File: src/rtl/prbs_channel_tx.sv
// prbs_channel_tx: WIDTH-lane PRBS7 source convolved with a programmable post-cursor channel into
// saturated signed codes. Define PRBS_TX_NOISE_EN to add a PRBS9 dither source and a noise_on port.
module prbs_channel_tx #(
    parameter int WIDTH      = 16,
    parameter int CODE_BITS  = 8,
    parameter int TAP_DEPTH  = 4,
    parameter int TAP_BITS   = 8,
    parameter int SHIFT_BITS = 4
) (
    input  logic                                 clk,
    input  logic                                 rst,
    input  logic                                 en,
    input  logic                                 seed_load,
    input  logic [6:0]                           seed,
    input  logic [TAP_DEPTH-1:0][TAP_BITS-1:0]   taps,
    input  logic [SHIFT_BITS-1:0]                shift,
`ifdef PRBS_TX_NOISE_EN
    input  logic                                 noise_on,
`endif
    output logic [WIDTH-1:0]                     bits_out,
    output logic [WIDTH-1:0][CODE_BITS-1:0]      codes_out,
    output logic                                 valid_out
);
    localparam int HIST_BITS = TAP_DEPTH - 1;
    localparam int SUM_BITS  = TAP_BITS + $clog2(TAP_DEPTH) + 1;
    localparam logic signed [SUM_BITS-1:0] CODE_MAX = SUM_BITS'((1 << (CODE_BITS - 1)) - 1);
    localparam logic signed [SUM_BITS-1:0] CODE_MIN = SUM_BITS'(-(1 << (CODE_BITS - 1)));

    typedef enum logic [1:0] {IDLE, PRIME, RUN} state_t;

    state_t                          state_q, state_d;
    logic [6:0]                      lfsr_q, lfsr_d, prbs_step;
    logic [WIDTH-1:0]                cur_blk_q, cur_blk_d, blk_new;
    logic [HIST_BITS-1:0]            hist_q, hist_d;
    logic                            stage1_vld_q, stage1_vld_d;
    logic [WIDTH-1:0]                bits_q, bits_d;
    logic [WIDTH-1:0][CODE_BITS-1:0] codes_q, codes_d, codes_sat;
    logic                            valid_q, valid_d;
    logic                            advance;
    logic [WIDTH+HIST_BITS-1:0]      ext_bits;

    // WIDTH unrolled PRBS7 steps; lane k carries the output of step k.
    always_comb begin
        prbs_step = lfsr_q;
        blk_new   = '0;
        for (int k = 0; k < WIDTH; k++) begin
            blk_new[k] = prbs_step[6] ^ prbs_step[5];
            prbs_step  = {prbs_step[5:0], blk_new[k]};
        end
    end

    assign advance = en && !seed_load && (state_q != IDLE);

    always_comb begin
        state_d      = state_q;
        lfsr_d       = lfsr_q;
        cur_blk_d    = cur_blk_q;
        hist_d       = hist_q;
        stage1_vld_d = 1'b0;
        if (seed_load) begin
            lfsr_d  = (seed == 7'h00) ? 7'h7F : seed;
            hist_d  = '0;
            state_d = PRIME;
        end else if (en) begin
            case (state_q)
                // The primed block parks in cur_blk with stage1_vld low, so it is never emitted
                // and becomes the history of the first RUN block.
                PRIME: begin
                    lfsr_d    = prbs_step;
                    cur_blk_d = blk_new;
                    state_d   = RUN;
                end
                RUN: begin
                    lfsr_d       = prbs_step;
                    cur_blk_d    = blk_new;
                    hist_d       = cur_blk_q[WIDTH-1 -: HIST_BITS];
                    stage1_vld_d = 1'b1;
                end
                default: ;
            endcase
        end
    end

`ifdef PRBS_TX_NOISE_EN
    logic [8:0]             noise_q, noise_d, noise_step;
    logic [WIDTH-1:0][1:0]  dither;
    logic                   noise_bit;

    always_comb begin
        noise_step = noise_q;
        noise_bit  = 1'b0;
        dither     = '0;
        for (int k = 0; k < WIDTH; k++) begin
            noise_bit  = noise_step[8] ^ noise_step[4];
            noise_step = {noise_step[7:0], noise_bit};
            dither[k]  = noise_on ? noise_step[1:0] : 2'b00;
        end
        noise_d = advance ? noise_step : noise_q;
    end

    always_ff @(posedge clk) begin
        if (rst) begin
            noise_q <= 9'h1FF;
        end else begin
            noise_q <= noise_d;
        end
    end
`endif

    // History sits below the current block so lane k, tap j reads ext_bits[k + HIST_BITS - j].
    assign ext_bits = {cur_blk_q, hist_q};

    for (genvar gi = 0; gi < WIDTH; gi++) begin : g_lane
        logic signed [SUM_BITS-1:0] term [TAP_DEPTH];
        logic signed [SUM_BITS-1:0] sum, shifted, total;
        logic [CODE_BITS-1:0]       code;

        for (genvar gj = 0; gj < TAP_DEPTH; gj++) begin : g_tap
            logic signed [SUM_BITS-1:0] tap_ext;
            assign tap_ext  = {{(SUM_BITS - TAP_BITS){taps[gj][TAP_BITS-1]}}, taps[gj]};
            assign term[gj] = ext_bits[gi + HIST_BITS - gj] ? tap_ext : -tap_ext;
        end

        always_comb begin
            sum = '0;
            for (int j = 0; j < TAP_DEPTH; j++) begin
                sum = sum + term[j];
            end
            shifted = sum >>> shift;
`ifdef PRBS_TX_NOISE_EN
            total = shifted + {{(SUM_BITS - 2){dither[gi][1]}}, dither[gi]};
`else
            total = shifted;
`endif
            if (total > CODE_MAX) begin
                code = CODE_MAX[CODE_BITS-1:0];
            end else if (total < CODE_MIN) begin
                code = CODE_MIN[CODE_BITS-1:0];
            end else begin
                code = total[CODE_BITS-1:0];
            end
        end

        assign codes_sat[gi] = code;
    end

    always_comb begin
        bits_d  = cur_blk_q;
        codes_d = codes_sat;
        valid_d = stage1_vld_q;
    end

    always_ff @(posedge clk) begin
        if (rst) begin
            state_q      <= IDLE;
            lfsr_q       <= 7'h7F;
            cur_blk_q    <= '0;
            hist_q       <= '0;
            stage1_vld_q <= 1'b0;
            bits_q       <= '0;
            codes_q      <= '0;
            valid_q      <= 1'b0;
        end else begin
            state_q      <= state_d;
            lfsr_q       <= lfsr_d;
            cur_blk_q    <= cur_blk_d;
            hist_q       <= hist_d;
            stage1_vld_q <= stage1_vld_d;
            bits_q       <= bits_d;
            codes_q      <= codes_d;
            valid_q      <= valid_d;
        end
    end

    assign bits_out  = bits_q;
    assign codes_out = codes_q;
    assign valid_out = valid_q;
endmodule
File: config.mk
export PLATFORM = sky130hd
export DESIGN_NAME = prbs_channel_tx
export DESIGN_NICKNAME = d
export VERILOG_FILES = /design/src/rtl/prbs_channel_tx.sv
export SDC_FILE = /design/constraint.sdc
export NUM_CORES = 2
export LEC_CHECK = 0
export CAP_MARGIN = 20
export CORE_ASPECT_RATIO = 0.9
export CORE_MARGIN = 2
export CORE_UTILIZATION = 55
export DETAILED_ROUTE_END_ITERATION = 10
export HOLD_SLACK_MARGIN = 0.08
export PLACE_DENSITY = 0.76
export SYNTH_ARGS = -nofsm -noshare
export SYNTH_HDL_FRONTEND = slang
export SYNTH_SLANG_ARGS = --single-unit
File: constraint.sdc
create_clock -name clk -period 7.1 [get_ports clk]
set_input_delay 1.775 -clock clk [delete_from_list [all_inputs] [get_ports clk]]
set_output_delay 1.775 -clock clk [all_outputs]
set_load 0.01 [all_outputs]
**Yosys cells after proc, flatten, opt, wreduce, memory -nomap -nowiden**

Index checks and enable logic that the tools add are counted.

- Order comparisons: 32
- Reductions and logical operators: 28
- Shift-type cells: 16
- Bitwise gates (word level): 18
- Muxes and demuxes: 104
- Equal/unequal tests: 2
- Add/subtract/negate cells: 52

Operators with widths:

| cell | number |
|---|---|
| two-way mux 11 bit | 64 |
| adder 11 bit | 48 |
| > comparator 11 x 8 -> 1 bit, second input constant | 16 |
| less-than comparator 11 x 8 -> 1 bit, second input constant | 16 |
| >>> shifter 11 x 4 -> 11 bit | 16 |
| two-way mux 7 bit | 20 |
| two-way mux 8 bit | 16 |
| negation 8 -> 11 bit | 4 |
| OR reduction 2 bit | 18 |
| bitwise XOR 1 bit | 16 |
| AND reduction 2 bit | 4 |
| zero test 7 bit | 1 |
| nonzero test 2 bit | 3 |
| two-way mux 1 bit | 4 |
| AND reduction 3 bit | 1 |
| OR reduction 3 bit | 1 |
| == test 2 x 1 -> 1 bit, second input constant | 1 |
| == test 2 bit, second input constant | 1 |
| inverter 1 bit | 2 |

- Input port bits: 47
- Register bits: 174
- Word-level logic and storage cells: 292

**Logic depth before layout (Yosys ltp)**

- Depth after elaboration: 9
- Gate-level depth with buffers: 26

**Least setup slack after synthesis**

Ideal clock, no wire load.

- Path type: input to register
- Start: in taps[25] in the netlist's numbering
- End: reg codes_q, in the netlist codes_out[12]
- Required time: 6970 ps
- Stages on the path: 24
- Data arrival time: 7336 ps
- Path slack: -367 ps
- Path buffers: 5
- Path through: clkbuf_1 clkbuf_1 inv_1 ha_1 clkbuf_1 nor3b_1 clkbuf_1 nor3b_1 clkbuf_1 nor2_1 xnor2_1 fa_1 inv_1 fa_1 ha_1 o21a_1 o21ai_0 and2_1 o31ai_1 xnor3_1 and2_1 a31oi_1 nand2b_1 o22ai_1

- Word-level cells in the longest chain between the ends: 7
- Elaborated cells on any way between the ends: 8
- Those cells by class: add/sub (2); order compare (2); shift (1); mux (3)

RTL lines:

| item | RTL line | text |
|---|---|---|
| from (decl) | 15 | `input logic [TAP_DEPTH-1:0][TAP_BITS-1:0] taps,` |
| negation 8 -> 11 bit | 121 | `assign term[gj] = ext_bits[gi + HIST_BITS - gj] ? tap_ext : -tap_ext;` |
| two-way mux 11 bit * | 121 |  |
| adder 11 bit * | 127 | `sum = sum + term[j];` |
| >>> shifter 11 x 4 -> 11 bit * | 129 | `shifted = sum >>> shift;` |
| less-than comparator 11 x 8 -> 1 bit | 137 | `end else if (total < CODE_MIN) begin` |
| two-way mux 8 bit | 137 |  |
| two-way mux 7 bit * | 135 | `if (total > CODE_MAX) begin` |
| to (signal assigned) | 170 | `codes_q <= codes_d;` |
| to (decl) | 37 | `logic [WIDTH-1:0][CODE_BITS-1:0] codes_q, codes_d, codes_sat;` |

Mark *: on every way between the ends. The rest lies on a longest branch, timed or not.
A chain may end at the register's enable or synchronous reset.

**Worst setup path in the final report**

- Start: in taps[25] in the netlist's numbering
- End: reg codes_q, in the netlist codes_out[96]

Same word-level chain as after synthesis.

==> impl_metrics.json <==
{
  "worst_slack_ns": 0.102,
  "nets": 5215,
  "clk_pin_slew_ns": 0.07,
  "worst-path-max-fanout": 16,
  "synthTopCellsByCount": "648 x nor2_1, 355 x inv_1, 305 x fa_1, 288 x a21oi_1, 267 x xnor2_1",
  "power_density_nw_per_um2": 507,
  "synth_top_area_share_pct": 18.3,
  "overflow": 0,
  "peakVddDrop_v": 0.000383,
  "grt_max_degree": 103,
  "ys_types": 95,
  "ff2ff_setup_slack_ns": 1.71,
  "yosys_warnings": 0,
  "status": "completed",
  "grt_first_pass_wirelength_um": 205000,
  "grt_pass1_vias": 35300,
  "crit_type": "in2reg",
  "drive_above_1_share_pct": 15.5,
  "area_growth_syn_to_layout_pct": 19.9,
  "clockRootBuffer": "clkbuf_16",
  "synthArstFlopShare_pct": 0,
  "cp_slowest_stage_delay_ns": 0.60,
  "relSlewSlack_pct": 16.6,
  "drv_cap": 0,
  "vias": 34700,
  "crit_chain": "clkdlybuf4s50_1 > inv_1 > ha_1 > buf_4 > nor2_1 > xor2_1 > fa_1 > inv_1 > fa_1 > inv_1 > ha_1 > a21o_1 > a21o_1 > a2111oi_2 > buf_4 > o211ai_1 > a21oi_1 > xor3_2 > buf_4 > nand2_1 > nand2_1 > a221oi_1",
  "yosysMostFrequentCell": "nor2_1",
  "dp_hpwl_um": 105000,
  "cts_resized": 0,
  "drt_iter0_drc": 4373,
  "antenna_left": 0,
  "cts.sinks": 174,
  "cp.arrival_ns": 7.37,
  "fin_crit_sh_pct": 98.6,
  "viasPerCell": 6.29,
  "synth_edf_count": 0,
  "cp-start-kind": "primary input",
  "design.core.area_um2": 60000,
  "ctsHoldBuffers": 0,
  "fp.dieW_um": 264,
  "slew_viol_final": 0,
  "die_area_um2": 62700,
  "dr.pass1.iters": 11,
  "start_util_pct": 55.7,
  "dp_cells": 5475,
  "place_ws_ns": -0.420,
  "synth_ff_type": "dfxtp_1",
  "die_height_um": 238,
  "wl_per_cell_um": 24.6,
  "netlist_area_um2": 33400,
  "final_cells": 5511,
  "port_buffers": 191,
  "fmax_mhz": 143,
  "clk-insertion-delay-late_ns": 0.52,
  "seq_area_frac_synth_pct": 10.4,
  "antenna_found_initial": 5,
  "synthCells": 4296,
  "drc": 0,
  "avgSynthCellArea_um2": 7.78,
  "rsz0062_at_grt": "no",
  "worst_pin_slew_ns": 1.25,
  "cts-htree-levels": 4,
  "grt_use_total_pct": 43.3,
  "std_cell_rows": 85,
  "finalHoldViolations": 0,
  "clockBufferDepth": 2,
  "report.final.setup_viol": 0,
  "ys_top_cells_by_area": "fa_1 18%, dfxtp_1 10%, nor2_1 7.3%",
  "synth_top_area_cell": "fa_1",
  "pin_count": 192,
  "cts_setup_buffers": 0,
  "wirelength_um": 135000,
  "synth_fp_nets": 4799,
  "cts_buffers": 17,
  "tritoncts": "done",
  "nFillCells": 5212,
  "worstPathRequired_ns": 7.47,
  "ys_ff_latch": 174,
  "gp_congestion": 1.05,
  "p_leak_nw": 17.0,
  "fin_skew_ns": 0.0281,
  "finalCriticalPeriod_ns": 7.00,
  "hold_path.class": "reg2reg",
  "cp_slowest_cell": "clkdlybuf4s50_1",
  "endpoint_kind": "flop"
}
critical path: cells and delay by family:
family,cells,cell delay [ns]
adder cells (fa/ha/maj),4,1.66
XOR/XNOR,2,0.76
AO/OA/AOI/OAI,6,1.42
buffers and inverters,7,1.54
AND/OR/NAND/NOR,3,0.19
metrics by stage:
step | hold slack (ns) | TNS, ns | power [mW] | cell area [um^2] | util [%]
finish | 0.445 | 0 | 20.3 | 40100 | 66.8
global route | 0.466 | 0 | 21.7 | 40000 | 66.8
CTS | 0.451 | 0 | 19.9 | 40000 | 66.7
detailed placement | 0.426 | -17.21 | 18.8 | 39400 | 65.7
global placement | 0.435 | -10.91 | 18.6 | 39400 | 65.7
floorplan | 0.414 | 0 | 11.6 | 33500 | -
kinds of logic after synthesis:
family / after synthesis / share of synthesized area (%)
simple gates: 1156 / 15.0
compound gates: 1120 / 22.0
buf+inv: 699 / 7.96
xor+xnor: 528 / 14.8
fa+ha+maj: 456 / 23.9
flops: 174 / 10.4
mux: 163 / 5.97
flip-flops by register name (all words and copies together) (netlist names):
register      cells
codes_out       128
bits_d           16
bits_out         16
lfsr_q            7
hist_q            3
state_q           2
stage1_vld_q      1
valid_out         1
worst paths after layout:
path,start,end,cells past startpoint
hold reg to reg,stage1_vld_q,valid_out,1
setup / recovery,taps[25],codes_out[96],22
setup reg to reg,bits_d[11],codes_out[96],18
hold / removal,stage1_vld_q,valid_out,1
cells in the final DEF (no fill, tap or decap), types with 150 or more instances in the layout:
master,instances
nand2_1,228
a21oi_1,287
inv_1,353
xnor2_1,267
xor2_1,238
buf_4,531
ha_1,150
dfxtp_1,161
nor2_1,647
o21ai_0,233
fa_1,305
clkdlybuf4s50_1,182
per-layer routing:
layer	GRT usage [%]	vias up	share of wire, %
met1	51.5	16500	36
met3	11.4	566	12
met4	33.4	8	8.8
met2	67.0	2195	44
met5	0	-	0.061
li1	-	15400	-
layout make-up:
type	count	area, um^2	share of cell area (%)
multi-input cells	3423	27400	68.4
repair buffers	739	6250	15.6
flip-flops and latches	174	3500	8.74
inverters	357	1340	3.35
well taps	783	980	2.45
clock buffers	17	425	1.06
clock inverters	15	163	0.406
diodes	3	7.51	0.0187
report_power, final:
part	internal, mW	switching, mW	total, mW
Combinational	8.13	9.67	17.8
Sequential	1.33	0.154	1.48
Clock	0.501	0.502	1.00
No activity file was read; power rests on OpenSTA's default activity.
